$ cat src/rtl/ball_sprite_fetch_if.sv
// Ball sprite ROM bus.
// The fetch block is the master: it presents the read address plus the
// size/fire selects. The ROM is the slave: it returns a 4-bit palette index
// combinationally from those selects.
//   rom_addr    : ROM read address (dy*w + dx of the sprite pixel)
//   rom_size    : ROM ball size select (0 = 8x8, 1 = 12x12, 2 = 16x16)
//   rom_is_fire : ROM fire-ball select
//   rom_data    : palette index returned by the ROM
interface ball_sprite_fetch_if;
  logic [18:0] rom_addr;
  logic [1:0]  rom_size;
  logic        rom_is_fire;
  logic [3:0]  rom_data;

  modport master (
    output rom_addr,
    output rom_size,
    output rom_is_fire,
    input  rom_data
  );

  modport slave (
    input  rom_addr,
    input  rom_size,
    input  rom_is_fire,
    output rom_data
  );
endinterface

$ cat src/rtl/ball_sprite_fetch.sv
// Per-pixel front end for the ball sprite ROM in the VGA merge path.
// Decides whether the beam lies inside the ball's bounding box, drives the
// ROM address/selects one cycle later and registers the returned palette
// index one further cycle later. Total latency is 2 cycles, free-running.
// Ball state is shadow-latched on frame_start so the sprite never tears.
// A saturating counter reports the opaque pixels drawn in the previous frame.
// Ports:
//   Clk, Reset     : clock, synchronous active-high reset
//   frame_start    : one-cycle pulse at the start of vertical blanking
//   ball_x, ball_y : ball centre from game control
//   ball_size_in   : 0 = 8x8, 1 = 12x12, 2/3 = 16x16
//   is_fire_in     : fire ball, always 16x16
//   DrawX, DrawY   : current beam position
//   rom            : sprite ROM bus (master side)
//   ball_on        : opaque ball pixel at the beam (2 cycles after DrawX/DrawY)
//   ball_idx       : palette index, 0 when ball_on is low
//   pix_count      : opaque ball pixels counted in the previous frame
module ball_sprite_fetch #(
  parameter int         SCREEN_W        = 640,
  parameter int         SCREEN_H        = 480,
  parameter logic [3:0] TRANSPARENT_IDX = 4'h0
) (
  input  logic                       Clk,
  input  logic                       Reset,
  input  logic                       frame_start,
  input  logic [9:0]                 ball_x,
  input  logic [9:0]                 ball_y,
  input  logic [1:0]                 ball_size_in,
  input  logic                       is_fire_in,
  input  logic [9:0]                 DrawX,
  input  logic [9:0]                 DrawY,
  ball_sprite_fetch_if.master        rom,
  output logic                       ball_on,
  output logic [3:0]                 ball_idx,
  output logic [8:0]                 pix_count
);

  localparam logic [10:0] SCREEN_W_L = 11'(SCREEN_W);
  localparam logic [10:0] SCREEN_H_L = 11'(SCREEN_H);

  function automatic logic [1:0] clamp_size(input logic [1:0] s);
    return (s == 2'd3) ? 2'd2 : s;
  endfunction

  function automatic logic [8:0] sat_inc(input logic [8:0] c);
    return (c == 9'h1FF) ? c : c + 9'd1;
  endfunction

  // Shadow copy of the ball state, updated only at frame boundaries.
  logic [9:0] sx, sy;
  logic [1:0] ssize;
  logic       sfire;

  always_ff @(posedge Clk) begin
    if (Reset) begin
      sx    <= '0;
      sy    <= '0;
      ssize <= '0;
      sfire <= 1'b0;
    end else if (frame_start) begin
      sx    <= ball_x;
      sy    <= ball_y;
      ssize <= ball_size_in;
      sfire <= is_fire_in;
    end
  end

  // ---- stage 0: bounding-box test and address generation ----
  logic        [4:0]  r_p0, w_p0;
  logic signed [10:0] left_p0, top_p0, dx_p0, dy_p0;
  logic               hit_p0;
  logic        [8:0]  addr_p0;

  always_comb begin
    if (sfire || ssize[1]) r_p0 = 5'd8;
    else if (ssize[0])     r_p0 = 5'd6;
    else                   r_p0 = 5'd4;
    w_p0 = {r_p0[3:0], 1'b0};

    // Box origin may be negative when the ball hangs off the left/top edge;
    // the signed offsets keep those columns/rows from aliasing into hits.
    left_p0 = $signed({1'b0, sx}) - $signed({6'b0, r_p0});
    top_p0  = $signed({1'b0, sy}) - $signed({6'b0, r_p0});
    dx_p0   = $signed({1'b0, DrawX}) - left_p0;
    dy_p0   = $signed({1'b0, DrawY}) - top_p0;

    hit_p0 = !dx_p0[10] && (dx_p0[9:0] < {5'b0, w_p0}) &&
             !dy_p0[10] && (dy_p0[9:0] < {5'b0, w_p0}) &&
             ({1'b0, DrawX} < SCREEN_W_L) && ({1'b0, DrawY} < SCREEN_H_L);

    // Offsets are below 16 whenever hit_p0 is set, so 4 bits suffice.
    addr_p0 = {5'b0, dy_p0[3:0]} * {4'b0, w_p0} + {5'b0, dx_p0[3:0]};
  end

  // ---- stage 1: ROM request registers ----
  logic [18:0] addr_p1;
  logic [1:0]  size_p1;
  logic        fire_p1;
  logic        vld_p1;

  always_ff @(posedge Clk) begin
    if (Reset) begin
      addr_p1 <= '0;
      size_p1 <= '0;
      fire_p1 <= 1'b0;
      vld_p1  <= 1'b0;
    end else begin
      addr_p1 <= hit_p0 ? {10'b0, addr_p0} : 19'd0;
      size_p1 <= clamp_size(ssize);
      fire_p1 <= sfire;
      vld_p1  <= hit_p0;
    end
  end

  assign rom.rom_addr    = addr_p1;
  assign rom.rom_size    = size_p1;
  assign rom.rom_is_fire = fire_p1;

  // ---- stage 2: registered palette index ----
  logic       opaque_p1;
  logic       on_p2;
  logic [3:0] idx_p2;

  assign opaque_p1 = vld_p1 && (rom.rom_data != TRANSPARENT_IDX);

  always_ff @(posedge Clk) begin
    if (Reset) begin
      on_p2  <= 1'b0;
      idx_p2 <= '0;
    end else begin
      on_p2  <= opaque_p1;
      idx_p2 <= opaque_p1 ? rom.rom_data : 4'h0;
    end
  end

  assign ball_on  = on_p2;
  assign ball_idx = idx_p2;

  // Per-frame coverage; a pixel coincident with frame_start opens the new frame.
  logic [8:0] cnt, pix_q;

  always_ff @(posedge Clk) begin
    if (Reset) begin
      cnt   <= '0;
      pix_q <= '0;
    end else if (frame_start) begin
      pix_q <= cnt;
      cnt   <= {8'b0, on_p2};
    end else if (on_p2) begin
      cnt   <= sat_inc(cnt);
    end
  end

  assign pix_count = pix_q;

endmodule
$ cat src/flat_wrapper.sv
// flat-port wrapper written by rule: the top's interface ports become plain ports
module ball_sprite_fetch_flat 
#(
  parameter int         SCREEN_W        = 640,
  parameter int         SCREEN_H        = 480,
  parameter logic [3:0] TRANSPARENT_IDX = 4'h0
)
  (Clk, Reset, frame_start, ball_x, ball_y, ball_size_in, is_fire_in, DrawX, DrawY, ball_on, ball_idx, pix_count, rom_rom_addr, rom_rom_size, rom_rom_is_fire, rom_rom_data);
  ball_sprite_fetch_if rom_i ();
  input  logic Clk;
  input  logic Reset;
  input  logic frame_start;
  input  logic [9:0] ball_x;
  input  logic [9:0] ball_y;
  input  logic [1:0] ball_size_in;
  input  logic is_fire_in;
  input  logic [9:0] DrawX;
  input  logic [9:0] DrawY;
  output logic ball_on;
  output logic [3:0] ball_idx;
  output logic [8:0] pix_count;
  output wire logic [$bits(rom_i.rom_addr)-1:0] rom_rom_addr;
  output wire logic [$bits(rom_i.rom_size)-1:0] rom_rom_size;
  output wire logic [$bits(rom_i.rom_is_fire)-1:0] rom_rom_is_fire;
  input wire logic [$bits(rom_i.rom_data)-1:0] rom_rom_data;
  assign rom_rom_addr = rom_i.rom_addr;
  assign rom_rom_size = rom_i.rom_size;
  assign rom_rom_is_fire = rom_i.rom_is_fire;
  assign rom_i.rom_data = rom_rom_data;
  ball_sprite_fetch #(.SCREEN_W(SCREEN_W), .SCREEN_H(SCREEN_H), .TRANSPARENT_IDX(TRANSPARENT_IDX)) u_core (.Clk(Clk), .Reset(Reset), .frame_start(frame_start), .ball_x(ball_x), .ball_y(ball_y), .ball_size_in(ball_size_in), .is_fire_in(is_fire_in), .DrawX(DrawX), .DrawY(DrawY), .rom(rom_i), .ball_on(ball_on), .ball_idx(ball_idx), .pix_count(pix_count));
endmodule
$ cat config.mk
export PLATFORM = sky130hd
export DESIGN_NAME = ball_sprite_fetch_flat
export DESIGN_NICKNAME = d
export VERILOG_FILES = /design/src/rtl/ball_sprite_fetch_if.sv /design/src/rtl/ball_sprite_fetch.sv /design/src/flat_wrapper.sv
export SDC_FILE = /design/constraint.sdc
export NUM_CORES = 1
export LEC_CHECK = 0
export CAP_MARGIN = 20
export CORE_MARGIN = 10
export CORE_UTILIZATION = 46
export DETAILED_ROUTE_END_ITERATION = 10
export HOLD_SLACK_MARGIN = 0.06
export PLACE_DENSITY = 0.81
export SETUP_SLACK_MARGIN = 0.02
export SLEW_MARGIN = 0
export SYNTH_ARGS = -nofsm -noshare
export SYNTH_HDL_FRONTEND = slang
export SYNTH_SLANG_ARGS = --single-unit
$ cat constraint.sdc
create_clock -name Clk -period 4.33 [get_ports Clk]
set_clock_uncertainty 0.15 [all_clocks]
set_input_delay 0.866 -clock Clk [delete_from_list [all_inputs] [get_ports Clk]]
set_output_delay 0.866 -clock Clk [all_outputs]
set_load 0.05 [all_outputs]
==> flow_metrics.tcl <==
set metrics [dict create \
    seq_area_frac_synth_pct 30.77 \
    dieArea_um2 12400 \
    cts.clk_slew.worst_paths_ps 80 \
    synth-edff-count 0 \
    yosys_register_bits 59 \
    vias 3291 \
    cts_buffers 9 \
    antenna_found_initial 0 \
    synth.area.top_cells "dfxtp_1 31%, ha_1 16%, mux2i_1 9.1%, fa_1 5.2%, nor2_1 5.2%" \
    antenna_left 0 \
    p_total_mw 1.931 \
    period_needed_ps 4185 \
    clock_latency_ps 350 \
    fill_cells 672 \
    synth_top_family_by_area "adder cells" \
    finalWirelength_um 9488 \
    drt_iter0_drc 123 \
    synth_area_um2 3839 \
    ys.flop_type "dfxtp_1" \
    grt_max_degree 39 \
    syn_inst 422 \
    report.final.slew_viol_count 0 \
    yosysUniqueCellTypes 53 \
    ys_warn_count 0 \
    fin_nets 637 \
    critPathTopFamily "adder cells" \
    coreArea_um2 8175 \
    critical_path_buf_inv_count 5 \
    antennaDiodeCount 0 \
    async_reset_ff_share_pct 0 \
    clock_path_buffers 2 \
    max_slew.worst_pin.slew_ps 1046 \
    cp_max_fo 2 \
    h-tree-depth 3 \
    hold_path_class "flip-flop to flip-flop" \
    ir_worst_vdd_uv 200.9 \
    leakage_nw 2.303 \
    instances_no_fill 637 \
    max_stage_delay_ps 540 \
    place_congestion 0.8283 \
    period_share_pct 96.64 \
    cp_slowest_cell "fa_2" \
    fmax_mhz 239.0 \
    layout-drive-gt1-share_pct 17.67 \
    synth_top_area_share_pct 30.77 \
    numPortBuffers 75 \
    io-pin-count 86 \
    die_w_um 111.4 \
    status "complete, no violations" \
    holdBufCountCts 0 \
    setup_ws_ps 145.4 \
    synth_simple_gate_area_share_pct 16.49 \
    rsz0062_at_grt "no" \
    cp.required_ps 4410 \
    root_buffer "clkbuf_8" \
    hold_viol 0 \
    crit_type "input pin to flip-flop" \
    start_util_pct 46.95 \
    crit_path_start_kind "input pin" \
    drc 0 \
    grt.overflow.total 0 \
    first_global_vias 3513 \
    cts.sinks 59 \
    detail_route.wl_per_cell_um 14.89 \
    critPathCaptureType "flip-flop" \
    grt_pass1_wl_um 15680 \
    dp_slack_ps -686.3 \
    synth_compound_area_share_pct 10.59 \
    crit_arrival_ps 4260 \
    synthAdderAreaFrac_pct 21.51 \
    synth.avg_cell_area_um2 9.096 \
    cts_tree "yes" \
    drt_first_pass_iters 4 \
    die_y_um 111.4 \
    dp_hpwl_um 7081 \
    synth-xor-area-share_pct 3.651 \
    area_growth_pct 36.83 \
    synth_area_leader_cell "dfxtp_1" \
    viasPerCell 5.166 \
    placementRows 33 \
    maxCapViolations 0 \
    dp.cells 614 \
    path_cells "buf_2, inv_2, fa_1, inv_1, ha_4, fa_2, inv_2, buf_4, nor2_2, ha_1, ha_1, ha_2, fa_2, nand4_1, xnor2_1, xnor2_1, nor4_4" \
    max_slew_margin_pct 30.29 \
    grt_use_total_pct 14.83 \
    powerDensity_nw_per_um2 367.7 \
    finalSetupTns_ps 0 \
    setup_violations 0 \
    synth_mux_area_share_pct 9.420 \
]
[worst reg2reg max path: cells and delay by family, from the launching register on]
family	cells	cell delay, ps
adder cells (fa/ha/maj)	7	2410
buffers and inverters	3	240
flip-flops	1	340
XOR/XNOR	2	440
AND/OR/NAND/NOR	5	450
[final timing paths]
kind	from	endpoint	slack, ps	cells after the start
max reg2reg	u_core.sfire$_SDFFE_PP0P_	u_core.rom.rom_addr[8]$_SDFF_PP0_	160	17
min	u_core.ssize[1]$_SDFFE_PP0P_	u_core.rom.rom_size[0]$_SDFF_PP0_	330	1
max	DrawY[1]	u_core.rom.rom_addr[8]$_SDFF_PP0_	150	17
min reg2reg	u_core.ssize[1]$_SDFFE_PP0P_	u_core.rom.rom_size[0]$_SDFF_PP0_	330	1
[cells in the mapped netlist (2+ instances only)]
cell,number
nand2b_1,3
fa_1,10
a21oi_2,2
a31oi_1,2
o21bai_1,2
inv_1,40
nand3_1,5
nor2b_1,8
mux2i_1,35
o21a_1,2
ha_1,50
and3_1,3
dfxtp_1,59
and2_1,4
buf_4,10
nand4b_1,2
or3_1,3
xnor2_1,7
clkbuf_1,12
xor2_1,9
a21o_1,8
a211oi_1,3
nor4_1,10
nor2_1,53
o2111ai_1,2
nand2_1,13
a21oi_1,14
nand4_1,7
nor3_1,6
o21ai_0,15
[flip-flops by register name, indices dropped and copies added (netlist names)]
register / cells
u_core.sy: 10
u_core.rom.rom_is_fire: 1
u_core.ball_on: 1
u_core.sx: 10
u_core.pix_count: 9
u_core.rom.rom_addr: 9
u_core.vld_p1: 1
u_core.cnt: 9
u_core.sfire: 1
u_core.ball_idx: 4
u_core.ssize: 2
u_core.rom.rom_size: 2
[cell type report]
cell class / instances / area [um^2] / area share [%]
clock buffers: 9 / 123.9 / 2.358
clock inverters: 7 / 100.1 / 1.906
inverters: 40 / 150.1 / 2.859
multi-input cells: 309 / 2572 / 48.98
flip-flops and latches: 59 / 1184 / 22.53
well taps: 105 / 131.4 / 2.501
repair buffers: 108 / 991.0 / 18.87
[cells in the final DEF, fill, tap and decap left out, types with 3 or more instances in the layout]
| cell | synthesis | final |
|---|---|---|
| a211oi_1 | 3 | 3 |
| a21o_1 | 8 | 8 |
| a21oi_1 | 14 | 13 |
| a21oi_2 | 2 | 3 |
| and2_1 | 4 | 4 |
| and3_1 | 3 | 3 |
| buf_4 | 10 | 32 |
| clkbuf_8 | 0 | 9 |
| clkdlybuf4s50_1 | 0 | 71 |
| conb_1 | 1 | 10 |
| dfxtp_1 | 59 | 57 |
| fa_1 | 10 | 6 |
| fa_2 | 0 | 4 |
| ha_1 | 50 | 44 |
| ha_2 | 0 | 3 |
| ha_4 | 0 | 3 |
| inv_1 | 40 | 35 |
| inv_2 | 0 | 5 |
| mux2i_1 | 35 | 35 |
| nand2_1 | 13 | 12 |
| nand2b_1 | 3 | 3 |
| nand3_1 | 5 | 5 |
| nand4_1 | 7 | 7 |
| nor2_1 | 53 | 52 |
| nor2b_1 | 8 | 7 |
| nor3_1 | 6 | 6 |
| nor4_1 | 10 | 4 |
| nor4_2 | 0 | 4 |
| o21ai_0 | 15 | 14 |
| or3_1 | 3 | 3 |
| xnor2_1 | 7 | 6 |
| xor2_1 | 9 | 7 |
[power by group]
group / internal [mW] / switching (mW)
Clock: 0.329 / 0.243
Combinational: 0.393 / 0.402
Sequential: 0.556 / 0.00865
Total: 1.28 / 0.653
[stage by stage]
stage	area (um^2)	hold slack, ps	utilization (%)
6_report	5253	334.8	64.25
5_1_grt	5253	351.6	64.25
4_1_cts	5130	338.1	62.75
3_5_place_dp	4833	336.0	59.12
3_3_place_gp	4833	323.8	59.12
2_1_floorplan	3890	310.4	-
[repair_timing]
action	4_1_cts	5_1_grt
setup buffers	5	1
pin swaps	20	21
gates resized for setup	19	20
cloned	0	1
endpoints found under the setup margin	4	10
[layer usage]
layer | vias to the layer above | share of wire (%) | track usage (%)
met1 | 1544 | 42 | 16.09
met2 | 79 | 52 | 26.49
met5 | - | 0 | 0
met3 | 15 | 5.1 | 5.046
li1 | 1653 | - | -
met4 | 0 | 1.3 | 4.713
[cells by family after synthesis]
kind of cell	count (synthesis)
flip-flops	59
adder cells (fa/ha/maj)	60
other	1
AND/OR/NAND/NOR	125
AO/OA/AOI/OAI	61
buffers and inverters	64
multiplexers	36
XOR/XNOR	16
Power figures use the tool's default switching activity.
